`src/rtl/pipe_stage_skid.sv`:
```
`default_nettype none
// ============================================================================
// Module   : pipe_stage_skid
// Purpose  : Generic pipeline stage register with a valid/ready handshake
//            through a two-entry skid buffer. It carries an opaque payload
//            plus PC, branch-delay flag and exception code. A flush empties
//            the stage and loads a redirect PC, so that bubbles still report
//            a meaningful PC.
// Ports    : clk, reset            - clock, synchronous active-high reset
//            in_valid/in_ready     - upstream handshake
//            in_pc/bd/exc/data     - upstream entry fields
//            flush, flush_pc       - discard held entries, redirect out_pc
//            out_valid/out_ready   - downstream handshake
//            out_pc/bd/exc/data    - output entry fields (registered)
//            occupancy             - number of held entries (0..2)
// Revision : 1.0 - initial release
// ============================================================================
module pipe_stage_skid #(
    parameter int          DATA_W   = 128,
    parameter int          EXC_W    = 5,
    parameter logic [31:0] PC_RESET = 32'h0000_3000
) (
    input  logic              clk,
    input  logic              reset,

    input  logic              in_valid,
    output logic              in_ready,
    input  logic [31:0]       in_pc,
    input  logic              in_bd,
    input  logic [EXC_W-1:0]  in_exc,
    input  logic [DATA_W-1:0] in_data,

    input  logic              flush,
    input  logic [31:0]       flush_pc,

    output logic              out_valid,
    input  logic              out_ready,
    output logic [31:0]       out_pc,
    output logic              out_bd,
    output logic [EXC_W-1:0]  out_exc,
    output logic [DATA_W-1:0] out_data,

    output logic [1:0]        occupancy
);

    // ------------------------------------------------------------------------
    // State encoding: the encoding equals the number of held entries, so the
    // occupancy output is the state register itself.
    // ------------------------------------------------------------------------
    localparam logic [1:0] c_ST_EMPTY = 2'd0;
    localparam logic [1:0] c_ST_ONE   = 2'd1;
    localparam logic [1:0] c_ST_FULL  = 2'd2;

    logic [1:0]        r_state;
    logic [1:0]        w_state_next;

    // Main entry: drives the out_* ports directly.
    logic [31:0]       r_main_pc;
    logic              r_main_bd;
    logic [EXC_W-1:0]  r_main_exc;
    logic [DATA_W-1:0] r_main_data;

    // Skid entry: catches the one entry accepted while main is stalled.
    logic [31:0]       r_skid_pc;
    logic              r_skid_bd;
    logic [EXC_W-1:0]  r_skid_exc;
    logic [DATA_W-1:0] r_skid_data;

    logic              w_in_fire;
    logic              w_out_fire;

    // Datapath load controls, decoded from state and handshakes.
    logic              w_main_load_in;
    logic              w_main_load_skid;
    logic              w_main_clear;
    logic              w_skid_load;

    assign w_in_fire  = in_valid & in_ready;
    assign w_out_fire = out_valid & out_ready;

    // ------------------------------------------------------------------------
    // FSM: state register
    // ------------------------------------------------------------------------
    always_ff @(posedge clk) begin
        if (reset) begin
            r_state <= c_ST_EMPTY;
        end else begin
            r_state <= w_state_next;
        end
    end

    // ------------------------------------------------------------------------
    // FSM: next-state logic. Flush overrides any handshake in the same cycle.
    // ------------------------------------------------------------------------
    always_comb begin
        w_state_next = r_state;
        if (flush) begin
            w_state_next = c_ST_EMPTY;
        end else begin
            case (r_state)
                c_ST_EMPTY: begin
                    if (w_in_fire) begin
                        w_state_next = c_ST_ONE;
                    end
                end
                c_ST_ONE: begin
                    if (w_in_fire && !w_out_fire) begin
                        w_state_next = c_ST_FULL;
                    end else if (!w_in_fire && w_out_fire) begin
                        w_state_next = c_ST_EMPTY;
                    end
                end
                c_ST_FULL: begin
                    if (w_out_fire) begin
                        w_state_next = c_ST_ONE;
                    end
                end
                default: begin
                    w_state_next = c_ST_EMPTY;
                end
            endcase
        end
    end

    // ------------------------------------------------------------------------
    // FSM: output logic. in_ready depends on state only, which keeps the
    // ready path registered between stages.
    // ------------------------------------------------------------------------
    always_comb begin
        in_ready  = (r_state != c_ST_FULL);
        out_valid = (r_state != c_ST_EMPTY);
        occupancy = r_state;
    end

    // ------------------------------------------------------------------------
    // Datapath control decode (flush priority is applied in the registers)
    // ------------------------------------------------------------------------
    always_comb begin
        w_main_load_in   = 1'b0;
        w_main_load_skid = 1'b0;
        w_main_clear     = 1'b0;
        w_skid_load      = 1'b0;
        case (r_state)
            c_ST_EMPTY: begin
                w_main_load_in = w_in_fire;
            end
            c_ST_ONE: begin
                if (w_in_fire && w_out_fire) begin
                    w_main_load_in = 1'b1;
                end else if (w_out_fire) begin
                    w_main_clear = 1'b1;
                end else if (w_in_fire) begin
                    w_skid_load = 1'b1;
                end
            end
            c_ST_FULL: begin
                w_main_load_skid = w_out_fire;
            end
            default: begin
                w_main_clear = 1'b0;
            end
        endcase
    end

    // ------------------------------------------------------------------------
    // Main entry register. Draining to a bubble clears the payload fields but
    // keeps the PC of the entry just consumed, so exception reporting on a
    // bubble still sees a sensible PC.
    // ------------------------------------------------------------------------
    always_ff @(posedge clk) begin
        if (reset) begin
            r_main_pc   <= PC_RESET;
            r_main_bd   <= 1'b0;
            r_main_exc  <= '0;
            r_main_data <= '0;
        end else if (flush) begin
            r_main_pc   <= flush_pc;
            r_main_bd   <= 1'b0;
            r_main_exc  <= '0;
            r_main_data <= '0;
        end else if (w_main_load_in) begin
            r_main_pc   <= in_pc;
            r_main_bd   <= in_bd;
            r_main_exc  <= in_exc;
            r_main_data <= in_data;
        end else if (w_main_load_skid) begin
            r_main_pc   <= r_skid_pc;
            r_main_bd   <= r_skid_bd;
            r_main_exc  <= r_skid_exc;
            r_main_data <= r_skid_data;
        end else if (w_main_clear) begin
            r_main_bd   <= 1'b0;
            r_main_exc  <= '0;
            r_main_data <= '0;
        end
    end

    // ------------------------------------------------------------------------
    // Skid entry register. Its contents are only meaningful in FULL; a flush
    // clears it so no stale entry can ever resurface.
    // ------------------------------------------------------------------------
    always_ff @(posedge clk) begin
        if (reset || flush) begin
            r_skid_pc   <= '0;
            r_skid_bd   <= 1'b0;
            r_skid_exc  <= '0;
            r_skid_data <= '0;
        end else if (w_skid_load) begin
            r_skid_pc   <= in_pc;
            r_skid_bd   <= in_bd;
            r_skid_exc  <= in_exc;
            r_skid_data <= in_data;
        end
    end

    assign out_pc   = r_main_pc;
    assign out_bd   = r_main_bd;
    assign out_exc  = r_main_exc;
    assign out_data = r_main_data;

endmodule
`default_nettype wire

```
`config.mk`:
```
export PLATFORM = sky130hd
export DESIGN_NAME = pipe_stage_skid
export DESIGN_NICKNAME = d
export VERILOG_FILES = /design/src/rtl/pipe_stage_skid.sv
export SDC_FILE = /design/constraint.sdc
export NUM_CORES = 1
export LEC_CHECK = 0
export CAP_MARGIN = 20
export CELL_PAD_IN_SITES_DETAIL_PLACEMENT = 0
export CELL_PAD_IN_SITES_GLOBAL_PLACEMENT = 1
export CORE_UTILIZATION = 50
export DETAILED_ROUTE_END_ITERATION = 10
export DONT_BUFFER_PORTS = 1
export GPL_ROUTABILITY_DRIVEN = 1
export GPL_TIMING_DRIVEN = 1
export PLACE_DENSITY_LB_ADDON = 0.05
export SETUP_SLACK_MARGIN = 0.4
export SLEW_MARGIN = 20
export SYNTH_ARGS = -nofsm -noshare
export SYNTH_HDL_FRONTEND = slang
export SYNTH_SLANG_ARGS = --single-unit
```
`constraint.sdc`:
```
create_clock -name clk -period 3.7 [get_ports clk]
set_clock_uncertainty 0.1 [all_clocks]
set_input_delay 0.74 -clock clk [delete_from_list [all_inputs] [get_ports clk]]
set_output_delay 0.74 -clock clk [all_outputs]
set_load 0.01 [all_outputs]
```
==> flow_metrics.tcl <==
set metrics [dict create \
    switching_share_pct 24.0 \
    rr_worst_depth 10 \
    synthAdderAreaFrac_pct 0.276 \
    fin_crit_sh_pct 84.2 \
    vdd_drop_max_uv 362 \
    fin_cells 1856 \
    syn_area_per_cell_um2 8.60 \
    synth_area_um2 13600 \
    yosys-top-cells-count "338 x nand2_1, 334 x dfxtp_1, 170 x a21oi_1" \
    grt_pass1_wl_um 58300 \
    die_y_um 167 \
    drive_gt1_share_pct 7.86 \
    grt_max_degree 151 \
    clkSinkCount 334 \
    grt_setup_unrepaired "no" \
    yosysTopAreaCellShare_pct 49.2 \
    finalSetupViolCount 0 \
    tightest_slew_ns 0.765 \
    numCtsBuffers 38 \
    rows 60 \
    drtPass1Iterations 5 \
    slew_headroom_pct 49.0 \
    core_um2 26800 \
    crit_end "out_pc[20]$_SDFFE_PP0P_" \
    die_area_um2 27900 \
    p_clk_share_pct 44.4 \
    period_minus_slack_ns 3.11 \
    ys_ff_latch 334 \
    grt-ovfl-total 0 \
    outcome "finished, final reports clean" \
    report.final.slew_viol_count 0 \
    synth_area_leader_cell "dfxtp_1" \
    grt_pass1_vias 10158 \
    cts_tree "yes" \
    synth_xor_area_share_pct 0 \
    dp_hpwl_um 22300 \
    cts_setup_buffers 0 \
    r2r_start "occupancy[0]$_SDFFE_PP0P_" \
    nNetsFinal 1699 \
    synth_most_common_cell "nand2_1" \
    max_cap_viol_count 0 \
    antenna_found_initial 1 \
    power_leakage_nw 4.73 \
    synth_top_family_by_area "compound AO/OA/AOI/OAI gates" \
    setup_tns_ns 0 \
    drt-wirelength-per-cell_um 20.4 \
    synth_mux_area_share_pct 0.184 \
    drc 0 \
    fin_util_pct 55.3 \
    end_kind "flip-flop" \
    num_vias 11137 \
    grt_usage_pct 25.7 \
    vias_per_cell 6.00 \
    regToRegEndpoint "out_pc[20]$_SDFFE_PP0P_" \
    io-pin-count 373 \
    cp.required_ns 4.00 \
    p_int_w 0.00599 \
    powerDensity_nw_per_um2 532 \
    ys_top_cells_by_area "dfxtp_1 49%, nand2_1 9.3%, a221oi_1 8.6%" \
    clock_latency_ns 0.51 \
    synthToLayoutAreaGrowth_pct 8.96 \
    ant_nets 0 \
    cts.clk_slew.worst_paths_ns 0.06 \
    synthFlopType "dfxtp_1" \
    worstHoldPathType "in2reg" \
    dieWidth_um 167 \
    drtIter0Drc 961 \
    p_seq_share_pct 48.6 \
    yosys.area_share.simple_pct 11.4 \
    dp.cells 1793 \
    synth_cells 1582 \
    htree_levels 2 \
    synth_edf_count 0 \
    cts_buffer_depth 3 \
    finalWirelength_um 37900 \
    ys_seq_area_share_pct 49.2 \
    portBuffers 0 \
    critPathLaunch "occupancy[0]$_SDFFE_PP0P_" \
    reg2reg_slack_ns 0.59 \
    timing_worst_setup_path_type "reg2reg" \
    cts_root_buf "clkbuf_16" \
    start_kind "flip-flop" \
    ys_types 34 \
    fmax_ghz 0.321 \
    worst-path-max-fanout 32 \
    fillCellCount 2484 \
    synth_nets 1788 \
    finalWeightedCongestion 0.809 \
    start_util_pct 50.7 \
    synth_compound_area_share_pct 29.1 \
    pwr-share-comb_pct 7.0 \
    cp.arrival_ns 3.41 \
    switchingPower_w 0.00190 \
    hold_violations 0 \
    async_reset_ff_share_pct 0 \
    yosysWarnings 0 \
]
[placed cells by master (no fill, tap or decap), types with 2 or more instances in the layout]
master	n
a211oi_1	102
clkinv_2	2
nand2b_1	30
o21ai_0	33
nor3_1	4
o31ai_1	2
clkbuf_1	12
clkbuf_16	40
a21oi_1	170
buf_6	2
buf_4	12
dfxtp_1	334
clkbuf_8	6
nor2_4	2
or2_2	3
inv_1	167
a211oi_2	32
nor2b_1	2
nand2_4	2
buf_12	8
nor2_1	2
a221oi_1	134
ha_1	3
nand2_1	336
a32o_1	29
o211ai_1	30
[what timing repair did]
| action | 4_1_cts | 5_1_grt |
|---|---|---|
| hold buffers | 0 | 0 |
| gates resized for setup | 0 | 5 |
| endpoints found under the setup margin | 0 | 135 |
[cell families after synthesis]
kind of cell | Yosys count
flops | 334
mux | 2
compound gates | 537
fa+ha+maj | 3
buf+inv | 321
simple gates | 385
[registers in the layout, indices dropped and copies added (netlist names)]
register / cells
out_data: 128
r_skid_data: 128
out_pc: 32
r_skid_pc: 32
out_exc: 5
r_skid_exc: 5
occupancy: 2
out_bd: 1
r_skid_bd: 1
[power by group through the flow]
stage | registers [W] | clock network, W | logic (W)
after floorplan | 0.00388 | 0 | 0.000456
after global placement | 0.00391 | 0 | 0.000539
after detailed placement | 0.00391 | 0 | 0.000545
after CTS | 0.00383 | 0.00359 | 0.000547
after global routing | 0.00384 | 0.00372 | 0.000618
final | 0.00383 | 0.00350 | 0.000552
[worst min-delay path by stage]
stage / start / end / slack, ns / cells after the start
2_1_floorplan: r_skid_pc[0]$_SDFFE_PP0P_ / r_skid_pc[0]$_SDFFE_PP0P_ / 0.33 / 2
3_3_place_gp: r_skid_pc[31]$_SDFFE_PP0P_ / r_skid_pc[31]$_SDFFE_PP0P_ / 0.34 / 2
3_5_place_dp: r_skid_pc[7]$_SDFFE_PP0P_ / r_skid_pc[7]$_SDFFE_PP0P_ / 0.35 / 2
4_1_cts: reset / out_pc[13]$_SDFFE_PP1P_ / 0.22 / 2
5_1_grt: reset / out_pc[13]$_SDFFE_PP1P_ / 0.22 / 2
6_report: reset / out_pc[12]$_SDFFE_PP1P_ / 0.23 / 2
[per-stage QoR]
| step | hold WS (ns) | power [W] | worst slack (ns) | instance area [µm²] |
|---|---|---|---|---|
| 6_report | 0.231 | 0.00789 | 0.586 | 14800 |
| 5_1_grt | 0.221 | 0.00818 | 0.411 | 14800 |
| 4_1_cts | 0.219 | 0.00797 | 0.518 | 14800 |
| 3_5_place_dp | 0.346 | 0.00446 | 0.538 | 13600 |
| 3_3_place_gp | 0.339 | 0.00445 | 0.594 | 13600 |
| 2_1_floorplan | 0.333 | 0.00433 | 1.04 | 13600 |
[routing by layer]
metal / up-vias / wire, µm / track usage [%]
met4: 0 / 1040 / 8.57
met5: - / 0 / 0
li1: 5360 / - / -
met2: 376 / 17400 / 40.4
met3: 65 / 3920 / 10.0
met1: 5336 / 15500 / 32.1
[final cells by class]
class	count	area (µm²)	share of cell area, %
diodes	1	2.50	0.0169
repair buffers	24	312	2.10
clock buffers	56	1090	7.35
flip-flops and latches	334	6690	45.1
clock inverters	5	57.6	0.388
inverters	168	631	4.26
multi-input cells	927	5610	37.9
well taps	341	427	2.88
[critical path, stage by stage, from the launching register on]
cell	delay, ns
dfxtp_1	0.40
inv_1	0.28
nand2_1	0.24
nand2_1	0.15
inv_1	0.07
ha_1	0.25
mux2i_2	0.23
buf_4	0.23
or2_2	0.58
o211ai_1	0.18
a32o_1	0.29
Power figures use the tool's default switching activity.
